==> src/rtl/clock_pkg.sv <==
// Shared clock/calendar definitions: field widths, edit FSM states and calendar helpers.
// The counter core uses the same calendar helpers as the set controller.
package clock_pkg;

    localparam int HOUR_W  = 5;
    localparam int MIN_W   = 6;
    localparam int SEC_W   = 6;
    localparam int DAY_W   = 5;
    localparam int MONTH_W = 4;
    localparam int YEAR_W  = 14;

    localparam logic [HOUR_W-1:0]  HOUR_MAX  = 5'd23;
    localparam logic [MIN_W-1:0]   MIN_MAX   = 6'd59;
    localparam logic [SEC_W-1:0]   SEC_MAX   = 6'd59;
    localparam logic [MONTH_W-1:0] MONTH_MAX = 4'd12;
    localparam logic [YEAR_W-1:0]  YEAR_MAX  = 14'd9999;

    typedef enum logic [2:0] {
        IDLE   = 3'd0,
        EDIT0  = 3'd1,
        EDIT1  = 3'd2,
        EDIT2  = 3'd3,
        COMMIT = 3'd4
    } state_t;

    function automatic logic is_leap(input logic [YEAR_W-1:0] year);
        return ((year % 14'd4) == 14'd0) &&
               (((year % 14'd100) != 14'd0) || ((year % 14'd400) == 14'd0));
    endfunction

    function automatic logic [DAY_W-1:0] days_in_month(input logic [MONTH_W-1:0] month,
                                                       input logic [YEAR_W-1:0]  year);
        case (month)
            4'd2:                      return is_leap(year) ? 5'd29 : 5'd28;
            4'd4, 4'd6, 4'd9, 4'd11:   return 5'd30;
            default:                   return 5'd31;
        endcase
    endfunction

endpackage

==> src/rtl/button_conditioner.sv <==
// Raw pushbutton -> synchronised, debounced, single-cycle press pulse.
// Raw level must sit stable for DEBOUNCE_CYCLES synchronised samples before it is accepted.
module button_conditioner #(
    parameter int DEBOUNCE_CYCLES = 50000
) (
    input  logic clk,
    input  logic rst_n,
    input  logic raw,
    output logic press_pulse
);

    localparam int CW = (DEBOUNCE_CYCLES > 1) ? $clog2(DEBOUNCE_CYCLES) : 1;
    localparam logic [CW-1:0] CNT_LAST = CW'(DEBOUNCE_CYCLES - 1);

    logic          sync1, sync2;
    logic          level, level_d;
    logic [CW-1:0] cnt;

    always_ff @(posedge clk or negedge rst_n) begin
        if (!rst_n) begin
            sync1       <= 1'b0;
            sync2       <= 1'b0;
            level       <= 1'b0;
            level_d     <= 1'b0;
            cnt         <= '0;
            press_pulse <= 1'b0;
        end else begin
            sync1 <= raw;
            sync2 <= sync1;
            // Any return to the accepted level restarts the stability count.
            if (sync2 == level) begin
                cnt <= '0;
            end else if (cnt == CNT_LAST) begin
                level <= sync2;
                cnt   <= '0;
            end else begin
                cnt <= cnt + 1'b1;
            end
            level_d     <= level;
            press_pulse <= level & ~level_d;
        end
    end

endmodule

==> src/rtl/clock_set_controller.sv <==
// Edit session for the clock/calendar counter: buttons step a shadow copy of time or date
// and a one-cycle load strobe commits it back to the counter core.
module clock_set_controller
    import clock_pkg::*;
#(
    parameter int DEBOUNCE_CYCLES = 50000,
    parameter int TIMEOUT_TICKS   = 10
) (
    input  logic               clk,
    input  logic               rst_n,
    input  logic               tick_1hz,
    input  logic               mode,
    input  logic               butt_increase,
    input  logic               butt_decrease,
    input  logic               butt_change,
    input  logic [HOUR_W-1:0]  cur_hour,
    input  logic [MIN_W-1:0]   cur_min,
    input  logic [SEC_W-1:0]   cur_sec,
    input  logic [DAY_W-1:0]   cur_day,
    input  logic [MONTH_W-1:0] cur_month,
    input  logic [YEAR_W-1:0]  cur_year,
    output logic [HOUR_W-1:0]  set_hour,
    output logic [MIN_W-1:0]   set_min,
    output logic [SEC_W-1:0]   set_sec,
    output logic [DAY_W-1:0]   set_day,
    output logic [MONTH_W-1:0] set_month,
    output logic [YEAR_W-1:0]  set_year,
    output logic               load_time,
    output logic               load_date,
    output logic               edit_active,
    output logic [1:0]         edit_field
);

    localparam int TW = $clog2(TIMEOUT_TICKS + 1);
    localparam logic [TW-1:0] TO_LAST = TW'(TIMEOUT_TICKS - 1);

    logic p_inc, p_dec, p_change;

    button_conditioner #(.DEBOUNCE_CYCLES(DEBOUNCE_CYCLES)) u_btn_inc (
        .clk(clk), .rst_n(rst_n), .raw(butt_increase), .press_pulse(p_inc)
    );
    button_conditioner #(.DEBOUNCE_CYCLES(DEBOUNCE_CYCLES)) u_btn_dec (
        .clk(clk), .rst_n(rst_n), .raw(butt_decrease), .press_pulse(p_dec)
    );
    button_conditioner #(.DEBOUNCE_CYCLES(DEBOUNCE_CYCLES)) u_btn_chg (
        .clk(clk), .rst_n(rst_n), .raw(butt_change), .press_pulse(p_change)
    );

    state_t        state, state_n;
    logic          mode_q;
    logic [TW-1:0] to_cnt;
    logic          any_press, step_up, step_dn, in_edit;
    logic          capture, adjust;
    logic [1:0]    field;

    // Change wins over inc/dec; inc and dec together cancel.
    assign any_press = p_inc | p_dec | p_change;
    assign step_up   = p_inc & ~p_dec & ~p_change;
    assign step_dn   = p_dec & ~p_inc & ~p_change;
    assign in_edit   = (state == EDIT0) || (state == EDIT1) || (state == EDIT2);

    always_ff @(posedge clk or negedge rst_n) begin
        if (!rst_n) state <= IDLE;
        else        state <= state_n;
    end

    always_comb begin
        state_n   = state;
        capture   = 1'b0;
        adjust    = 1'b0;
        field     = 2'd0;
        load_time = 1'b0;
        load_date = 1'b0;
        case (state)
            IDLE: begin
                if (p_change) begin
                    capture = 1'b1;
                    state_n = EDIT0;
                end
            end
            EDIT0, EDIT1, EDIT2: begin
                field = (state == EDIT0) ? 2'd0 : (state == EDIT1) ? 2'd1 : 2'd2;
                if (mode != mode_q)
                    state_n = IDLE;
                else if (p_change)
                    state_n = (state == EDIT0) ? EDIT1 : (state == EDIT1) ? EDIT2 : COMMIT;
                else if (tick_1hz && !any_press && to_cnt == TO_LAST)
                    state_n = IDLE;
                else
                    adjust = step_up | step_dn;
            end
            COMMIT: begin
                load_time = ~mode_q;
                load_date = mode_q;
                state_n   = IDLE;
            end
            default: state_n = IDLE;
        endcase
    end

    assign edit_active = in_edit;
    assign edit_field  = field;

    always_ff @(posedge clk or negedge rst_n) begin
        if (!rst_n)                    to_cnt <= '0;
        else if (!in_edit || any_press) to_cnt <= '0;
        else if (tick_1hz)             to_cnt <= to_cnt + 1'b1;
    end

    logic [HOUR_W-1:0]  hour_n;
    logic [MIN_W-1:0]   min_n;
    logic [SEC_W-1:0]   sec_n;
    logic [DAY_W-1:0]   day_n, dim;
    logic [MONTH_W-1:0] month_n;
    logic [YEAR_W-1:0]  year_n;

    always_comb begin
        hour_n  = set_hour;
        min_n   = set_min;
        sec_n   = set_sec;
        day_n   = set_day;
        month_n = set_month;
        year_n  = set_year;
        dim     = days_in_month(set_month, set_year);
        if (capture) begin
            hour_n  = cur_hour;
            min_n   = cur_min;
            sec_n   = cur_sec;
            day_n   = cur_day;
            month_n = cur_month;
            year_n  = cur_year;
        end else if (adjust && !mode_q) begin
            case (field)
                2'd0: hour_n = step_up ? ((set_hour >= HOUR_MAX) ? 5'd0 : set_hour + 5'd1)
                                       : ((set_hour == 5'd0) ? HOUR_MAX : set_hour - 5'd1);
                2'd1: min_n  = step_up ? ((set_min >= MIN_MAX) ? 6'd0 : set_min + 6'd1)
                                       : ((set_min == 6'd0) ? MIN_MAX : set_min - 6'd1);
                default: sec_n = step_up ? ((set_sec >= SEC_MAX) ? 6'd0 : set_sec + 6'd1)
                                         : ((set_sec == 6'd0) ? SEC_MAX : set_sec - 6'd1);
            endcase
        end else if (adjust) begin
            case (field)
                2'd0: day_n = step_up ? ((set_day >= dim) ? 5'd1 : set_day + 5'd1)
                                      : ((set_day <= 5'd1) ? dim : set_day - 5'd1);
                2'd1: begin
                    month_n = step_up ? ((set_month >= MONTH_MAX) ? 4'd1 : set_month + 4'd1)
                                      : ((set_month <= 4'd1) ? MONTH_MAX : set_month - 4'd1);
                    dim     = days_in_month(month_n, set_year);
                    if (set_day > dim) day_n = dim;
                end
                default: begin
                    year_n = step_up ? ((set_year >= YEAR_MAX) ? 14'd0 : set_year + 14'd1)
                                     : ((set_year == 14'd0) ? YEAR_MAX : set_year - 14'd1);
                    dim    = days_in_month(set_month, year_n);
                    if (set_day > dim) day_n = dim;
                end
            endcase
        end
    end

    always_ff @(posedge clk or negedge rst_n) begin
        if (!rst_n) begin
            set_hour  <= '0;
            set_min   <= '0;
            set_sec   <= '0;
            set_day   <= '0;
            set_month <= '0;
            set_year  <= '0;
            mode_q    <= 1'b0;
        end else begin
            set_hour  <= hour_n;
            set_min   <= min_n;
            set_sec   <= sec_n;
            set_day   <= day_n;
            set_month <= month_n;
            set_year  <= year_n;
            if (capture) mode_q <= mode;
        end
    end

endmodule
==> config.mk <==
export PLATFORM = sky130hd
export DESIGN_NAME = clock_set_controller
export DESIGN_NICKNAME = d
export VERILOG_FILES = /design/src/rtl/clock_pkg.sv /design/src/rtl/button_conditioner.sv /design/src/rtl/clock_set_controller.sv
export SDC_FILE = /design/constraint.sdc
export NUM_CORES = 1
export LEC_CHECK = 0
export ABC_CLOCK_PERIOD_IN_PS = 23600
export CORE_AREA = 2 2 162 164
export DETAILED_ROUTE_END_ITERATION = 12
export DIE_AREA = 0 0 164 166
export PLACE_DENSITY = 0.61
export SLEW_MARGIN = 20
export SYNTH_ARGS = -nofsm -noshare
export SYNTH_HDL_FRONTEND = slang
export SYNTH_HIERARCHICAL = 1
export SYNTH_SLANG_ARGS = --single-unit
==> constraint.sdc <==
create_clock -name clk -period 23.6 [get_ports clk]
set_input_delay 5.9 -clock clk [delete_from_list [all_inputs] [get_ports clk]]
set_output_delay 5.9 -clock clk [all_outputs]
set_load 0.01 [all_outputs]
Word level (Yosys, flattened, before mapping):

Index checks and enable logic that the tools add are counted.
W data, S select, Z words.

* input bits: 47
* register bits after elaboration: 111
* output and inout port bits: 45
* logic and storage cells: 230

* bitwise gates (word level): 20
* reductions and logical operators: 45
* eq/ne operators: 28
* muxes and demuxes: 80
* div/mod/pow operators: 4
* add/sub/neg operators: 16
* order comparisons: 10

Operator list (number)
* $mux W5: 22
* $mux W14: 7
* $mux W16: 6
* $mux W6: 12
* $logic_not A14 Y1: 5
* $add A16 B1 Y16 const B: 3
* $eq A16 B16 Y1 const B: 3
* $mux W4: 9
* $mod A14 B7 Y14 const B: 2
* $mod A14 B9 Y14 const B: 2
* $reduce_bool A14 Y1: 2
* $eq A4 B4 Y1 const B: 5
* $mux W3: 6
* $eq A4 B3 Y1 const B: 4
* $add A14 B1 Y14 const B: 1
* $ge A14 B14 Y1 const B: 1
* $reduce_and A2 Y1: 7
* $sub A14 B1 Y14 const B: 1
* $add A6 B1 Y6 const B: 2
* $ge A6 B6 Y1 const B: 2
* $logic_not A6 Y1: 2
* $pmux W2 S2: 3
* $sub A6 B1 Y6 const B: 2
* $add A5 B1 Y5 const B: 2
* other kinds (40): 92

Longest topological paths before layout:

Gate-level depths: netlist of run 1.

* depth in word-level cells: 20
* mapped depth: 36

Cells and area by module:

Netlist of run 1, hierarchy kept.

By module, submodules not included
* clock_set_controller: cells an instance 1082, times used 1, seq. area each 1201.2 um^2, area each 7440.9 um^2
* button_conditioner: cells an instance 89, times used 3, seq. area each 525.5 um^2, area each 967.2 um^2

Worst setup path before layout of run 1:

Ideal clock, no wire load.

* kind: flip-flop to flip-flop
* from: register set_year[1]
* to: register set_day[0]
* data arrival time: 7.728 ns
* stages on the path, launching flop included: 34
* setup slack: 15.796 ns
* cells stage by stage: dfrtp_1 -> clkbuf_1 -> inv_1 -> ha_1 -> or3b_2 -> clkbuf_1 -> nor4_1 -> mux2i_1 -> o211ai_1 -> a211oi_1 -> a211oi_1 -> o21ai_1 -> buf_2 -> nor3_1 -> nor4bb_2 -> a2bb2oi_2 -> mux2i_1 -> a221o_2 -> o21a_2 -> o211ai_1 -> a21boi_1 -> mux2_2 -> or3_1 -> a221oi_2 -> nand3_1 -> or4b_1 -> and3_1 -> ha_1 -> a21oi_1 -> a21oi_1 -> o21ai_0 -> nand2_1 -> or4_1 -> o21ai_1

* word-level cells in the longest chain between the ends: 18
* elaborated cells between the ends (all ways): 49
* those cells by class: add/sub (2); div (4); order compare (4); eq/ne (1); mux (25); reduce/logical (13)

Ends and longest elaborated chain
* start, declared: RTL line clock_set_controller.sv:27 `output logic [YEAR_W-1:0] set_year,`
* start signal, assigned: RTL line clock_set_controller.sv:176 `set_year <= year_n;`
* parallel branches: the longest is 18 deep, another holds $sub A14 B1 Y14
* end signal, assigned: RTL line clock_set_controller.sv:174 `set_day <= day_n;`
* end, declared: RTL line clock_set_controller.sv:25 `output logic [DAY_W-1:0] set_day,`

Parallel ways; which one is timed is not known. The select of a mux whose other input is x is not followed.
A chain may end at the register's enable or synchronous reset.

Final worst setup path of run 1:

* from: register set_year[0]
* to: register set_day[0]

Same word-level chain as after synthesis.

==> metrics.txt, run 1 <==
Pre-antenna DRT Iters=5; Inst Count DP=1698; clock sinks=111; CTS max path bufs=2; mean area per synthesized cell=7.67 sq um; CP required=23.89 ns; min Tclk post-route=9.13 ns; synthesis-stage register bit count=111; most frequent cells in the layout=nor2_1 (143), nand2_1 (135), o21ai_0 (111), dfrtp_1 (111), clkdlybuf4s50_1 (90); clk slew on worst S/H paths=0.08 ns; Starting DRT DRC Count=1063; Comb pwr share=4.4%; Max Cap Viol=0; mux share of post-synthesis cell area=2.21%; Worst-Margin Slew=0.898 ns; Slew HR=39.5%; latest clock arrival within the worst-skew pair=0.36 ns; Int Pwr=0.277 mW; antenna-violating nets left=0; Syn Nets=1424; hold_buf cts=0; crit path max fanout=12; Die H=166 um; layout net count=1449; Synth Area in Simple Gates=26.8%; Yosys warning count=6; Via density=6.03; Synth Flop Type=dfrtp_1; commonest non-fill, non-tap cell in the layout=nor2_1; Switching Power=0.0923 mW; initial antenna violation count=0; status=finished clean; non-filler cells, final=1714; Final Skew=0.00818 ns; final setup TNS=0 ns; HP Class=flip-flop to flip-flop; aggregate global-route resource usage=21.6%; std cell rows=59; Crit Path Category=flip-flop to flip-flop; drt total wl=29.1 mm; Core Util, Final=45.6%; largest family of logic cells by synthesized area=compound AO/OA/AOI/OAI gates; total die area=0.0272 sq mm; # port buffers=91; starting density of the core=40.4%; RSZ-0062 raised after global routing=no; Post-Syn Instances=1349; Final Hold Viols=0; H-tree levels=3; layout cells sized above 1=7.47%; CTS root buf=clkbuf_16; slowest stage delay, CP=0.73 ns; Cell Area, Synth=0.0103 sq mm; Sw Ratio=25.0%; I/O pin count=92; xor and xnor fraction of the mapped netlist area=6.76%; core box area=0.0256 sq mm; adder-cell share of the synthesized area=3.59%; Fill cells=2566; ys async rst share=100%; Synth Area in Compound Gates=28.5%; Post-synth EDFFs=0; Worst setup SP type=flip-flop; GRT overflow=0; GP Congestion=0.894; Power Total=0.369 mW; final worst slack=14.47 ns; CTS buffer count=9; fmax=0.110 GHz; # setup viols final=0; part of the Yosys area used for sequential elements=26.9%; Pins Over Slew Limit=0; Final HPWL DP=20.9 mm; CTS tree=built; Resize count post-CTS=0; vias in the first global route=9418; Leakage Power=4.51 nW; ant diodes=0; area grow syn2layout=12.9%; crit path capture type=flip-flop; slowest stage cell, crit path=o21ai_1; Die W=164 um; first-pass GRT wire length=48.7 mm; post-CTS setup buffer count=0; remaining routing DRC violations=0; DR WL/cell=17.0 um; maximum VDD drop=0.0311 mV; Unique masters post-synth=104; Arr. time, crit path=9.42 ns; final worst-path cycle share=38.7%; largest net degree at the start of global routing=58; pre-CTS setup slack=14.64 ns; clock network power share=43.2%; power per cell area=31.6 mW/mm^2; routed via count=10300; Seq pwr share=52.4%
## synthesized netlist by cell type, drive strengths merged, types with 9 or more instances
cell / number / area (sq um)
nor2: 146 / 566
nand2: 139 / 547
o21ai: 121 / 606
dfrtp: 111 / 2780
a21oi: 89 / 453
clkbuf: 65 / 244
nor3: 53 / 265
nand3: 50 / 250
xnor2: 44 / 393
inv: 41 / 154
xor2: 35 / 307
a211oi: 29 / 233
ha: 28 / 350
nand4: 27 / 169
nor4: 24 / 163
buf: 23 / 149
o211ai: 21 / 168
and3: 19 / 123
a31oi: 18 / 113
o31ai: 18 / 135
nor2b: 12 / 75.1
or3: 12 / 75.1
or4: 12 / 105
mux2: 11 / 139
o22ai: 11 / 75.1
and2: 10 / 62.6
o221ai: 10 / 93.8
a21o: 9 / 75.1
mux2i: 9 / 90.1
## worst max-delay path, delay by kind of cell, from the launching register on
family	cells	cell delay, ns
AND/OR/NAND/NOR	10	3.46
flip-flops	1	0.51
multiplexers	3	0.89
buffers and inverters	1	0.16
AO/OA/AOI/OAI	14	3.52
adder cells (fa/ha/maj)	2	0.52
## sequential cells by signal (all words and copies together) (netlist names), 3 cells and up
register and flops:
set_sec 6, set_month 4, set_year 14, set_min 6, state 3, u_btn_dec/cnt 16, set_day 5, set_hour 5
to_cnt 4, u_btn_chg/cnt 16, u_btn_inc/cnt 16
## through the flow
step	area, sq um	hold slack (ns)
floorplan	10300	0.331
global placement	11400	0.334
detailed placement	11400	0.335
CTS	11700	0.354
global route	11700	0.365
finish	11700	0.352
## power by group through the flow
| stage | Clock, mW | Combinational [mW] | Sequential [mW] |
|---|---|---|---|
| finish | 0.159 | 0.0162 | 0.194 |
| global placement | 0 | 0.0167 | 0.197 |
| CTS | 0.165 | 0.0168 | 0.193 |
| detailed placement | 0 | 0.0167 | 0.197 |
| global route | 0.171 | 0.0184 | 0.194 |
| floorplan | 0 | 0.00396 | 0.197 |
## layout make-up
class / count / area, sq um / share of cell area (%)
Clock buffer: 9 / 225 / 1.93
Clock inverter: 7 / 82.6 / 0.707
Inverter: 41 / 154 / 1.32
Multi-Input combinational cell: 1109 / 7030 / 60.2
Sequential cell: 111 / 2780 / 23.8
Tap cell: 335 / 419 / 3.59
Timing Repair Buffer: 102 / 991 / 8.49
## kinds of logic after synthesis
logic type,after synthesis
and+or+nand+nor,549
AOI/OAI and AO/OA,431
buffers and inverters,129
DFF,111
xor gates and xnor gates,79
adders and majority gates,30
muxes,20
## path summary, 6_finish.rpt
kind,cells after the start,slack [ns],start,endpoint
hold reg to reg,0,0.35,u_btn_dec/sync1,u_btn_dec/sync2
hold / removal,0,0.35,u_btn_dec/sync1,u_btn_dec/sync2
setup / recovery,30,14.47,set_year[0],set_day[0]
setup reg to reg,30,14.47,set_year[0],set_day[0]
min in group asynchronous,1,5.61,rst_n,set_sec[4]
max in group asynchronous,2,16.76,rst_n,to_cnt[2]
## layer usage
metal	global-route usage (%)	vias to the layer above	share of wire, %
met5	0	-	0
met4	7.67	0	2.6
met3	2.12	53	5.1
met2	33.3	314	45
met1	31.4	4892	47
li1	-	5071	-
(Power assumes the default switching activity.)
==> run 2: changes to the inputs <==
Settings changed: ABC_CLOCK_PERIOD_IN_PS 23600 to 7400, PLACE_DENSITY 0.61 to 0.63.
Clock period 23.6 ns to 7.4 ns, I/O delays scaled along.
==> metrics.txt, run 2 (synthesized netlist as in run 1, its figures left out) <==
status=finished, violations left; violated checks=negative setup slack; Worst-Margin Slew=0.943 ns (+0.0444 ns); latest clock arrival within the worst-skew pair=0.37 ns (about the same); slowest stage delay, CP=0.62 ns (-0.11 ns); Die H=166 um (unchanged); Pre-antenna DRT Iters=5 (unchanged); design area=0.0138 sq mm (+18%); slowest stage cell, crit path=or4_4; Slew HR=37.2% (-2.3 points); Sw Ratio=25.3% (+0.29 points); crit path max fanout=8 (-4); worst path bufs/invs=5 (+4); initial antenna violation count=1 (+1); first-pass GRT wire length=51.8 mm (+6.4%); Final Hold Viols=0 (unchanged); routed via count=11200 (+8.2%); Power Total=1.18 mW (+220%); most frequent cells in the layout=buf_4 (179), nor2_1 (143), nand2_1 (130), dfrtp_1 (109), o21ai_0 (100); power per cell area=85.9 mW/mm^2 (+170%); final worst slack=-0.128 ns (-14.60 ns); layout net count=1630 (+12%); vias in the first global route=10500 (+11%); non-filler cells, final=1896 (+11%); std cell rows=59 (unchanged); most used cell, CP=buf_4; drt total wl=32.2 mm (+10%); Arr. time, crit path=7.82 ns (-1.60 ns); GRT overflow=0 (unchanged); remaining routing DRC violations=0 (unchanged); final worst-path cycle share=102% (+63 points); I/O pin count=92 (unchanged); Core Util, Final=53.7% (+8.1 points); CTS root buf=clkbuf_16; Crit Path Category=flip-flop to flip-flop; antenna-violating nets left=0 (unchanged); Cell Area, Placed=0.0126 sq mm (+11%); crit path capture type=flip-flop; CTS buffer count=9 (unchanged); maximum VDD drop=0.111 mV (+260%); RSZ-0062 raised after global routing=yes; Int Pwr=0.883 mW (+220%); final setup TNS=-0.254 ns (-0.254 ns); core box area=0.0256 sq mm (unchanged); Final Skew=0.0116 ns (+0.00345 ns); Starting DRT DRC Count=1061 (-0.19%); largest net degree at the start of global routing=79 (+36%); pre-CTS setup slack=-0.189 ns (-14.83 ns); Seq pwr share=52.2% (-0.2 points); aggregate global-route resource usage=22.8% (+1.2 points); Switching Power=0.299 mW (+220%); clock network power share=43.4% (+0.2 points); area grow syn2layout=33.1%; Final HPWL DP=23.0 mm (+10%); # port buffers=91 (unchanged); clk slew on worst S/H paths=0.08 ns (about the same); CTS max path bufs=2 (unchanged); DR WL/cell=17.0 um (-0.14%); GP Congestion=0.909 (+1.7%); Pins Over Slew Limit=0 (unchanged); CP delay by family, top=compound AO/OA/AOI/OAI gates; total die area=0.0272 sq mm (unchanged); Die W=164 um (unchanged); HP Class=flip-flop to flip-flop; # setup viols final=3 (+3); fmax=0.133 GHz (+21%); layout cells sized above 1=23.7% (+16 points); commonest non-fill, non-tap cell in the layout=buf_4; Leakage Power=5.51 nW (+22%); Worst setup SP type=flip-flop; starting density of the core=40.4% (unchanged); clock sinks=111 (unchanged); Comb pwr share=4.4% (about the same); Inst Count DP=1847 (+8.8%); min Tclk post-route=7.53 ns (-1.60 ns); Fill cells=2361 (-8.0%); H-tree levels=3 (unchanged); final hold slack=0.352 ns (+0.000642 ns); CTS tree=built; Max Cap Viol=0 (unchanged); Largest regs=u_btn_chg/cnt x16, u_btn_dec/cnt x16, u_btn_inc/cnt x16; Via density=5.90 (-2.2%); CP required=7.69 ns (-16.20 ns)
-- run 2: path summary, 6_finish.rpt --
check,start,endpoint,slack (ns),cells after the start
hold / removal,u_btn_dec/sync1,u_btn_dec/sync2,0.35,0
hold reg to reg,u_btn_dec/sync1,u_btn_dec/sync2,0.35,0
max in group asynchronous,rst_n,u_btn_dec/cnt[6],4.64,2
min in group asynchronous,rst_n,set_sec[2],1.44,1
setup reg to reg,set_year[5],set_day[0],-0.13,34
setup / recovery,set_year[5],set_day[0],-0.13,34
-- run 2: worst reg2reg max path: cells and delay by family (launching register included) --
family,cells,cell delay (ns)
AO/OA/AOI/OAI,16,2.98
AND/OR/NAND/NOR,11,2.97
buffers and inverters,5,0.64
flip-flops,1,0.40
multiplexers,1,0.32
adder cells (fa/ha/maj),1,0.15
-- run 2: power by group through the flow --
stage / Sequential [mW] / Clock [mW] / Combinational [mW]
global placement: 0.629 / 0 / 0.0531
global route: 0.619 / 0.545 / 0.0580
floorplan: 0.628 / 0 / 0.0126
CTS: 0.617 / 0.525 / 0.0535
detailed placement: 0.629 / 0 / 0.0533
finish: 0.617 / 0.513 / 0.0520
-- run 2: final cells by class --
type                            instances  area [sq um]  share of cell area, %
Antenna cell                            1          2.50                 0.0182
Clock buffer                            9           225                   1.64
Clock inverter                          7          85.1                  0.618
Inverter                               41           156                   1.14
Multi-Input combinational cell       1110          7700                   55.9
Sequential cell                       111          2780                   20.2
Tap cell                              335           419                   3.05
Timing Repair Buffer                  282          2400                   17.4
-- run 2: metal layers --
layer  vias up  global-route usage, %  share of wire, %
met5         -                      0                 0
met4         0                   7.89               3.1
met3        70                   3.25               4.7
met2       330                   37.4                48
met1      5354                   30.7                45
li1       5424                      -                 -
-- run 2: repair_timing --
action / in CTS / in global routing
pin swaps: 28 / 33
cloned: 0 / 1
endpoints found under the setup margin: 5 / 5
hold buffers: 0 / 0
buffers inserted: 17 / 14
resized for setup: 33 / 90
==> run 3: changes to the inputs <==
Settings changed: MAX_ROUTING_LAYER from default to met4.
==> metrics.txt, run 3 (synthesized netlist as in run 1, its figures left out) <==
status=finished, violations left; violated checks=negative setup slack; clk slew on worst S/H paths=0.08 ns (about the same); core box area=0.0256 sq mm (unchanged); non-filler cells, final=1905 (+0.47%); Final Skew=0.0163 ns (+0.00467 ns); Reg2Reg Capture Point=set_day[0]; hold wc startpoint=u_btn_dec/sync1; final worst slack=-0.184 ns (-0.0564 ns); Register Area=0.00278 sq mm (about the same); CTS max path bufs=2 (unchanged); design area=0.0139 sq mm (+1.1%); pre-CTS setup slack=-0.274 ns (-0.0846 ns); Worst setup SP type=flip-flop; CP delay by family, top=compound AO/OA/AOI/OAI gates; aggregate global-route resource usage=23.9% (+1.1 points); starting density of the core=40.4% (unchanged); H-tree levels=3 (unchanged); CTS buffer count=9 (unchanged); Pins Over Slew Limit=0 (unchanged); layout net count=1639 (+0.55%); GRT overflow=0 (unchanged); total die area=0.0272 sq mm (unchanged); Reg2Reg Depth=33 (-2.9%); slowest stage cell, crit path=or4_4; Starting DRT DRC Count=1013 (-4.5%); Largest regs=u_btn_chg/cnt x16, u_btn_dec/cnt x16, u_btn_inc/cnt x16; min Tclk post-route=7.58 ns (+0.0564 ns); crit path max fanout=7 (-1); antenna-violating nets left=0 (unchanged); vias in the first global route=10500 (+0.25%); Final Hold Viols=0 (unchanged); drt total wl=32.6 mm (+1.2%); latest clock arrival within the worst-skew pair=0.36 ns (about the same); initial antenna violation count=1 (unchanged); remaining routing DRC violations=0 (unchanged); largest net degree at the start of global routing=72 (-8.9%); std cell rows=59 (unchanged); Arr. time, crit path=7.86 ns (+0.04 ns); Inst Count DP=1850 (+0.16%); I/O pin count=92 (unchanged); routed via count=11200 (+0.036%); Slew HR=36.9% (-0.26 points); RSZ-0062 raised after global routing=yes; Hold Path Sink=u_btn_dec/sync2; most frequent cells in the layout=buf_4 (186), nor2_1 (143), nand2_1 (130), dfrtp_1 (108), o21ai_0 (103); GP Congestion=0.901 (-0.93%); Via density=5.87 (-0.44%); Leakage Power=5.60 nW (+1.5%); area grow syn2layout=34.6%; hold_buf cts=0 (unchanged); Core Util, Final=54.3% (+0.60 points); Hold Path Stages=0 (unchanged); layout cells sized above 1=24.6% (+0.88 points); final worst-path cycle share=102% (+0.76 points); Fill cells=2364 (+0.13%); first-pass GRT wire length=52.9 mm (+2.0%); worst path bufs/invs=4 (-1); # port buffers=91 (unchanged); crit path capture type=flip-flop; final setup TNS=-0.615 ns (-0.362 ns); Worst R2R Setup Slack=-0.18 ns (-0.06 ns); Cell Area, Placed=0.0126 sq mm (+0.18%); # setup viols final=5 (+2); DR WL/cell=17.1 um (+0.73%); slowest stage delay, CP=0.60 ns (-0.02 ns); Pre-antenna DRT Iters=5 (unchanged); CP required=7.67 ns (-0.02 ns); Max Cap Viol=0 (unchanged); fmax=0.132 GHz (-0.74%); CTS tree=built; commonest non-fill, non-tap cell in the layout=buf_4; area occupied by multi-input gates=0.00777 sq mm (+1.0%); power per cell area=85.2 mW/mm^2 (-0.82%); origin of the critical flop-to-flop path=set_year[5]; clock sinks=111 (unchanged); CTS root buf=clkbuf_16; maximum VDD drop=0.0988 mV (-11%); Die W=164 um (unchanged); Die H=166 um (unchanged); Crit Path Category=flip-flop to flip-flop; most used cell, CP=a21oi_1; Worst-Margin Slew=0.947 ns (+0.00385 ns); Final HPWL DP=23.4 mm (+1.4%); HP Class=flip-flop to flip-flop
run 3: routing by layer:
layer / wire length [um] / GRT usage (%)
met3: 1190 / 2.17
met2: 15600 / 38.6
met4: 677 / 7.02
met5: 0 / -
met1: 15100 / 32.0
run 3: worst max path at each step:
| stage | startpoint | endpoint | slack, ns | depth (start not counted) |
|---|---|---|---|---|
| after floorplan | set_year[1] | set_day[0] | -0.02 | 32 |
| after global placement | set_year[6] | set_day[0] | -0.14 | 30 |
| after detailed placement | set_year[1] | set_day[0] | -0.27 | 30 |
| after CTS | set_year[5] | set_day[0] | -0.07 | 32 |
| after global routing | set_year[5] | set_day[0] | -0.46 | 34 |
| final | set_year[5] | set_day[0] | -0.18 | 33 |
run 3: power breakdown:
part           total (mW)  switching (mW)  internal (mW)
Sequential          0.618         0.00605          0.612
Clock               0.517           0.245          0.272
Combinational      0.0520          0.0251         0.0269
Total                1.19           0.276          0.910
run 3: what timing repair did:
action | 4_1_cts | 5_1_grt
resized for setup | 54 | 82
endpoints found under the setup margin | 5 | 5
pin swaps | 33 | 19
cloned | 1 | 1
buffers inserted | 17 | 19
run 3: metrics by stage:
stage                     hold WS, ns  power [mW]
after floorplan                 0.331       0.641
after global placement          0.332       0.682
after detailed placement        0.336       0.682
after CTS                       0.354        1.20
after global routing            0.364        1.22
final                           0.353        1.19
run 3: worst reg2reg max path: cells and delay by family (launching register included):
| kind | cells | cell delay [ns] |
|---|---|---|
| AND/OR/NAND/NOR | 8 | 2.78 |
| buffers and inverters | 4 | 0.50 |
| AO/OA/AOI/OAI | 19 | 3.38 |
| flip-flops | 1 | 0.39 |
| multiplexers | 1 | 0.31 |
| adder cells (fa/ha/maj) | 1 | 0.15 |
run 3: area by class of cell:
class	instances	area share [%]
inverters	41	1.12
well taps	335	3.01
clock inverters	6	0.620
diodes	1	0.0180
multi-input cells	1110	55.9
flip-flops and latches	111	20.0
clock buffers	10	1.65
repair buffers	291	17.7
